<file path="src/rtl/mac4b_issue_scheduler.sv">
// Buffers MAC4B instructions until the core commits or kills them, then runs the
// shared mac4b datapath one committed instruction at a time, returning results in issue order.
module mac4b_issue_scheduler #(
  parameter int DEPTH    = 4,
  parameter int ID_WIDTH = 3
) (
  input  logic                clk_i,
  input  logic                rst_ni,
  input  logic                issue_valid_i,
  output logic                issue_ready_o,
  input  logic [ID_WIDTH-1:0] issue_id_i,
  input  logic [4:0]          issue_rd_i,
  input  logic [31:0]         issue_rs1_i,
  input  logic [31:0]         issue_rs2_i,
  input  logic [31:0]         issue_rs3_i,
  input  logic                issue_acc_i,
  input  logic                commit_valid_i,
  input  logic [ID_WIDTH-1:0] commit_id_i,
  input  logic                commit_kill_i,
  output logic [31:0]         mac_rs1_o,
  output logic [31:0]         mac_rs2_o,
  output logic [31:0]         mac_acc_o,
  input  logic [31:0]         mac_sum_i,
  output logic                result_valid_o,
  input  logic                result_ready_i,
  output logic [ID_WIDTH-1:0] result_id_o,
  output logic [4:0]          result_rd_o,
  output logic [31:0]         result_data_o,
  output logic                result_we_o,
  output logic                busy_o,
  output logic [1:0]          dbg_state_o
);

  localparam int PTR_W = $clog2(DEPTH);
  localparam int CNT_W = PTR_W + 1;

  typedef enum logic [1:0] {
    S_IDLE = 2'd0,
    S_EXEC = 2'd1,
    S_RESP = 2'd2
  } state_e;

  state_e state_q, state_d;

  logic [ID_WIDTH-1:0] id_q  [DEPTH];
  logic [4:0]          rd_q  [DEPTH];
  logic [31:0]         rs1_q [DEPTH];
  logic [31:0]         rs2_q [DEPTH];
  logic [31:0]         acc_q [DEPTH];
  logic [DEPTH-1:0]    valid_q, committed_q, killed_q;
  logic [PTR_W-1:0]    head_q, tail_q;
  logic [CNT_W-1:0]    count_q;

  logic [ID_WIDTH-1:0] result_id_q;
  logic [4:0]          result_rd_q;
  logic [31:0]         result_data_q;

  logic push, pop, capture, head_valid, commit_hits_incoming;

  // Handshakes: a transfer happens on a clock edge where both valid and ready are high;
  // valid is never withdrawn and payload never changes while waiting for ready.
  assign issue_ready_o        = (count_q < CNT_W'(DEPTH));
  assign push                 = issue_valid_i & issue_ready_o;
  assign head_valid           = valid_q[head_q];
  assign commit_hits_incoming = commit_valid_i & (commit_id_i == issue_id_i);

  always_comb begin
    state_d = state_q;
    pop     = 1'b0;
    capture = 1'b0;
    case (state_q)
      S_IDLE: begin
        if (head_valid && killed_q[head_q]) begin
          pop = 1'b1;
        end else if (head_valid && committed_q[head_q]) begin
          state_d = S_EXEC;
        end
      end
      S_EXEC: begin
        pop     = 1'b1;
        capture = 1'b1;
        state_d = S_RESP;
      end
      S_RESP: begin
        if (result_ready_i) state_d = S_IDLE;
      end
      default: state_d = S_IDLE;
    endcase
  end

  always_ff @(posedge clk_i) begin
    if (!rst_ni) begin
      state_q <= S_IDLE;
    end else begin
      state_q <= state_d;
    end
  end

  // Control side of the queue; the commit scan runs first so a push or pop on the
  // same slot in the same cycle takes precedence.
  always_ff @(posedge clk_i) begin
    if (!rst_ni) begin
      valid_q     <= '0;
      committed_q <= '0;
      killed_q    <= '0;
      head_q      <= '0;
      tail_q      <= '0;
      count_q     <= '0;
    end else begin
      if (commit_valid_i) begin
        for (int i = 0; i < DEPTH; i++) begin
          if (valid_q[i] && (id_q[i] == commit_id_i) && !committed_q[i] && !killed_q[i]) begin
            if (commit_kill_i) killed_q[i] <= 1'b1;
            else               committed_q[i] <= 1'b1;
          end
        end
      end
      if (push) begin
        valid_q[tail_q]     <= 1'b1;
        committed_q[tail_q] <= commit_hits_incoming & ~commit_kill_i;
        killed_q[tail_q]    <= commit_hits_incoming & commit_kill_i;
        tail_q              <= tail_q + PTR_W'(1);
      end
      if (pop) begin
        valid_q[head_q]     <= 1'b0;
        committed_q[head_q] <= 1'b0;
        killed_q[head_q]    <= 1'b0;
        head_q              <= head_q + PTR_W'(1);
      end
      count_q <= count_q + CNT_W'(push) - CNT_W'(pop);
    end
  end

  // Payload storage needs no reset: a slot is only read while its valid bit is set.
  always_ff @(posedge clk_i) begin
    if (push) begin
      id_q[tail_q]  <= issue_id_i;
      rd_q[tail_q]  <= issue_rd_i;
      rs1_q[tail_q] <= issue_rs1_i;
      rs2_q[tail_q] <= issue_rs2_i;
      acc_q[tail_q] <= issue_acc_i ? issue_rs3_i : 32'd0;
    end
  end

  always_ff @(posedge clk_i) begin
    if (!rst_ni) begin
      result_id_q   <= '0;
      result_rd_q   <= '0;
      result_data_q <= '0;
    end else if (capture) begin
      result_id_q   <= id_q[head_q];
      result_rd_q   <= rd_q[head_q];
      result_data_q <= mac_sum_i;
    end
  end

  assign mac_rs1_o      = head_valid ? rs1_q[head_q] : 32'd0;
  assign mac_rs2_o      = head_valid ? rs2_q[head_q] : 32'd0;
  assign mac_acc_o      = head_valid ? acc_q[head_q] : 32'd0;

  assign result_valid_o = (state_q == S_RESP);
  assign result_we_o    = result_valid_o;
  assign result_id_o    = result_id_q;
  assign result_rd_o    = result_rd_q;
  assign result_data_o  = result_data_q;
  assign busy_o         = (count_q != '0) || (state_q != S_IDLE);
  assign dbg_state_o    = state_q;

endmodule
</file>
<file path="config.mk">
export PLATFORM = sky130hd
export DESIGN_NAME = mac4b_issue_scheduler
export DESIGN_NICKNAME = d
export VERILOG_FILES = /design/src/rtl/mac4b_issue_scheduler.sv
export SDC_FILE = /design/constraint.sdc
export NUM_CORES = 1
export LEC_CHECK = 0
export CORE_MARGIN = 4
export CORE_UTILIZATION = 32
export DETAILED_ROUTE_END_ITERATION = 10
export PLACE_DENSITY_LB_ADDON = 0.08
export SETUP_SLACK_MARGIN = 0.1
export SLEW_MARGIN = 15
export SYNTH_ARGS = -nofsm -noshare
export SYNTH_HDL_FRONTEND = slang
export SYNTH_SLANG_ARGS = --single-unit
</file>
<file path="constraint.sdc">
create_clock -name clk_i -period 5 [get_ports clk_i]
set_input_delay 1.5 -clock clk_i [delete_from_list [all_inputs] [get_ports clk_i]]
set_output_delay 1.5 -clock clk_i [all_outputs]
set_load 0.02 [all_outputs]
</file>
==> flow_summary.ini <==
[timing]
hold_violations = 0
maxSlewHeadroom_pct = 43.4
setup_tns_ps = 0
final.setup.worst_slack_ps = 540
rsz0062_at_grt = false
setup_violations = 0
worst_pin_slew_ps = 841
maxSlewViolCount = 0
fin_crit_ps = 4460
fmaxAchievable_ghz = 0.224
finClkSkew_ps = 14.1
period_share_pct = 89.2

[drt]
drt-initial-drc-count = 515
dr_wl_met3_um = 2600
met1_length_um = 19700
top_layer = met5
wl_met2_um = 22800
wire_per_inst_um = 21.6
ant_nets = 0
dr_total_vias = 9888
drc = 0
via_per_inst = 4.63
routed_wl_um = 46000
drt_pass1_iterations = 5

[placed_design]
hpwl_um = 28700
dp_slack_ps = 1080
post-place-cells = 2038
gp_congestion = 0.766
portBuffers = 287

[clock_network]
cts_htree_levels = 2
cts_tree = done
cts_repair_resize_count = 0
post-cts-setup-buffers = 0
clockBufferDepth = 3
numCtsBuffers = 52
cts-root-buf = clkbuf_16
cts.sinks = 479
worstSkewPairLatency_ps = 580
clkTransAtPathRegs_ps = 60
cts_hold_buf = 0

[power_and_ir_drop]
share_comb_of_total_power_pct = 18.7
power.switching_mw = 2.61
p_int_mw = 7.67
power.density_mw_per_mm2 = 426
sw_frac_of_total_pct = 25.4
p_seq_share_pct = 47.4
vdd_drop_max_uv = 266
clkPwrFrac_pct = 34.0
power.total_mw = 10.3
leakagePower_nw = 7.68

[worst_setup_path]
cp_data_required_time_ps = 3500
worst-path-buf-inv = 2
startpoint = head_q[0]
critPathKind = flip-flop to output pin
critPathCaptureType = output pin
crit_family = multiplexers
start_kind = flip-flop
arrival_ps = 2960
critPathMaxFanout = 53
rr_worst_depth = 9
cpPeakStageDelay_ps = 960
crit_chain = mux4_4 > buf_12 > and2_1 > clkdlybuf4s50_1
crit_slowest_cell = mux4_4
reg2reg_from = head_q[0]
worstReg2RegEnd = count_q[2]
regToRegSetupSlack_ps = 1840

[global_route]
grt-ovfl-total = 0
grt_pass1_wl_um = 69900
track_usage_pct = 14.7
grt_max_degree = 58
grt_antenna_before_repair = 6
first_global_vias = 10792

[worst_hold_path]
hold_end = result_data_o[29]
hp-class = flip-flop to flip-flop
hp-start = result_data_o[29]
min_path_cells = 2

[cells_and_area]
final_cell_mix = edfxtp_1 (416), clkdlybuf4s50_1 (287), and2_1 (132)
post-route-util_pct = 41.9
drive_gt1_share_pct = 15.1
area_delta_synth_final_pct = 29.4
final_common_cell = edfxtp_1
layoutNonFillerInstCount = 2135
nets = 1483

[floorplan]
die_y_um = 250
std_cell_rows = 88
core_area_mm2 = 0.0577
die_area_mm2 = 0.0623
die_w_um = 250
start_util_pct = 32.3
io_pins = 288

[run]
drv_cap = 0

[yosys]
postSynthCellCount = 1021
yosysTopAreaCellShare_pct = 66.9
synth.area.top_cells = edfxtp_1 (67%), mux4_2 (13%), dfxtp_1 (6.8%)
yosysUniqueCellTypes = 33
ys_seq_area_share_pct = 73.7
syn_area_mm2 = 0.0187
syn_nets = 1177
ys_warn_count = 0
synthArstFlopShare_pct = 0
ys_ff_latch = 479
synthFlopType = edfxtp_1
syn_avg_cell_area_um2 = 18.3
synth_edf_count = 416
synth_top_area_cell = edfxtp_1

[status]
outcome = completed
==> routing by layer <==
layer / vias up / GRT usage, %
li1: 4527 / -
met4: 6 / 3.81
met2: 276 / 25.2
met3: 70 / 3.64
met5: - / 0
met1: 5009 / 18.8
==> layout make-up <==
cell class	count	area (um2)
Antenna cell	2	5.00
Clock buffer	74	1410
Clock inverter	21	131
Fill cell	5234	33500
Inverter	14	62.6
Multi-Input combinational cell	469	4610
Sequential cell	479	13800
Tap cell	765	957
Timing Repair Buffer	311	3220
==> registers in the layout (all words and copies together) (netlist names), named ones only <==
name,cells
valid_q,4
acc_q,128
count_q,3
killed_q,4
rs2_q,128
result_id_o,3
result_rd_o,5
rs1_q,128
rd_q,20
id_q,12
tail_q,2
result_data_o,32
committed_q,4
head_q,2
dbg_state_o,2
==> power groups by stage <==
stage                     Sequential (mW)  Clock, mW  Combinational [mW]
after floorplan                      4.97          0                1.04
after global placement               4.95          0                1.99
after detailed placement             4.96          0                1.98
after CTS                            4.88       3.63                1.99
after global routing                 4.90       3.80                2.08
final                                4.87       3.49                1.92
==> worst max-delay path by stage <==
stage                               end  cells past startpoint
final                      mac_rs1_o[2]                      4
after global routing       mac_rs1_o[2]                      4
after CTS                 mac_rs2_o[17]                      4
after detailed placement  mac_rs2_o[17]                      4
after global placement    mac_acc_o[31]                      4
after floorplan             acc_q[2][0]                      4
==> kinds of logic (layout without fill, tap and decap cells) <==
family	Yosys count	in the layout	synth area share [%]
AO/OA/AOI/OAI	74	74	2.84
buffers and inverters	73	420	1.66
flip-flops	479	479	73.7
adder cells (fa/ha/maj)	10	10	0.711
AND/OR/NAND/NOR	260	260	7.31
XOR/XNOR	18	18	0.845
multiplexers	107	107	13.0
other	0	2	0
==> worst register-to-register path, delay by kind of cell (launching register included) <==
| family | cells | cell delay [ps] |
|---|---|---|
| flops | 1 | 340 |
| buf+inv | 1 | 320 |
| compound gates | 1 | 300 |
| simple gates | 3 | 390 |
| fa+ha+maj | 2 | 600 |
| xor+xnor | 1 | 130 |
| mux | 1 | 960 |
==> synthesized netlist by cell type (13+ instances only) <==
master    instances
buf_2            13
nor2_1           22
clkbuf_1         42
xnor2_1          14
a21oi_1          13
dfxtp_1          63
mux4_2          105
edfxtp_1        416
a21boi_0         44
and2_1          132
inv_1            14
nand2_1          87
==> through the flow <==
| stage | cell area [um2] | hold slack [ps] |
|---|---|---|
| after floorplan | 18700 | 446 |
| after global placement | 22600 | 449 |
| after detailed placement | 22600 | 456 |
| after CTS | 24100 | 463 |
| after global routing | 24100 | 486 |
| final | 24100 | 459 |
Power figures use the tool's default switching activity.
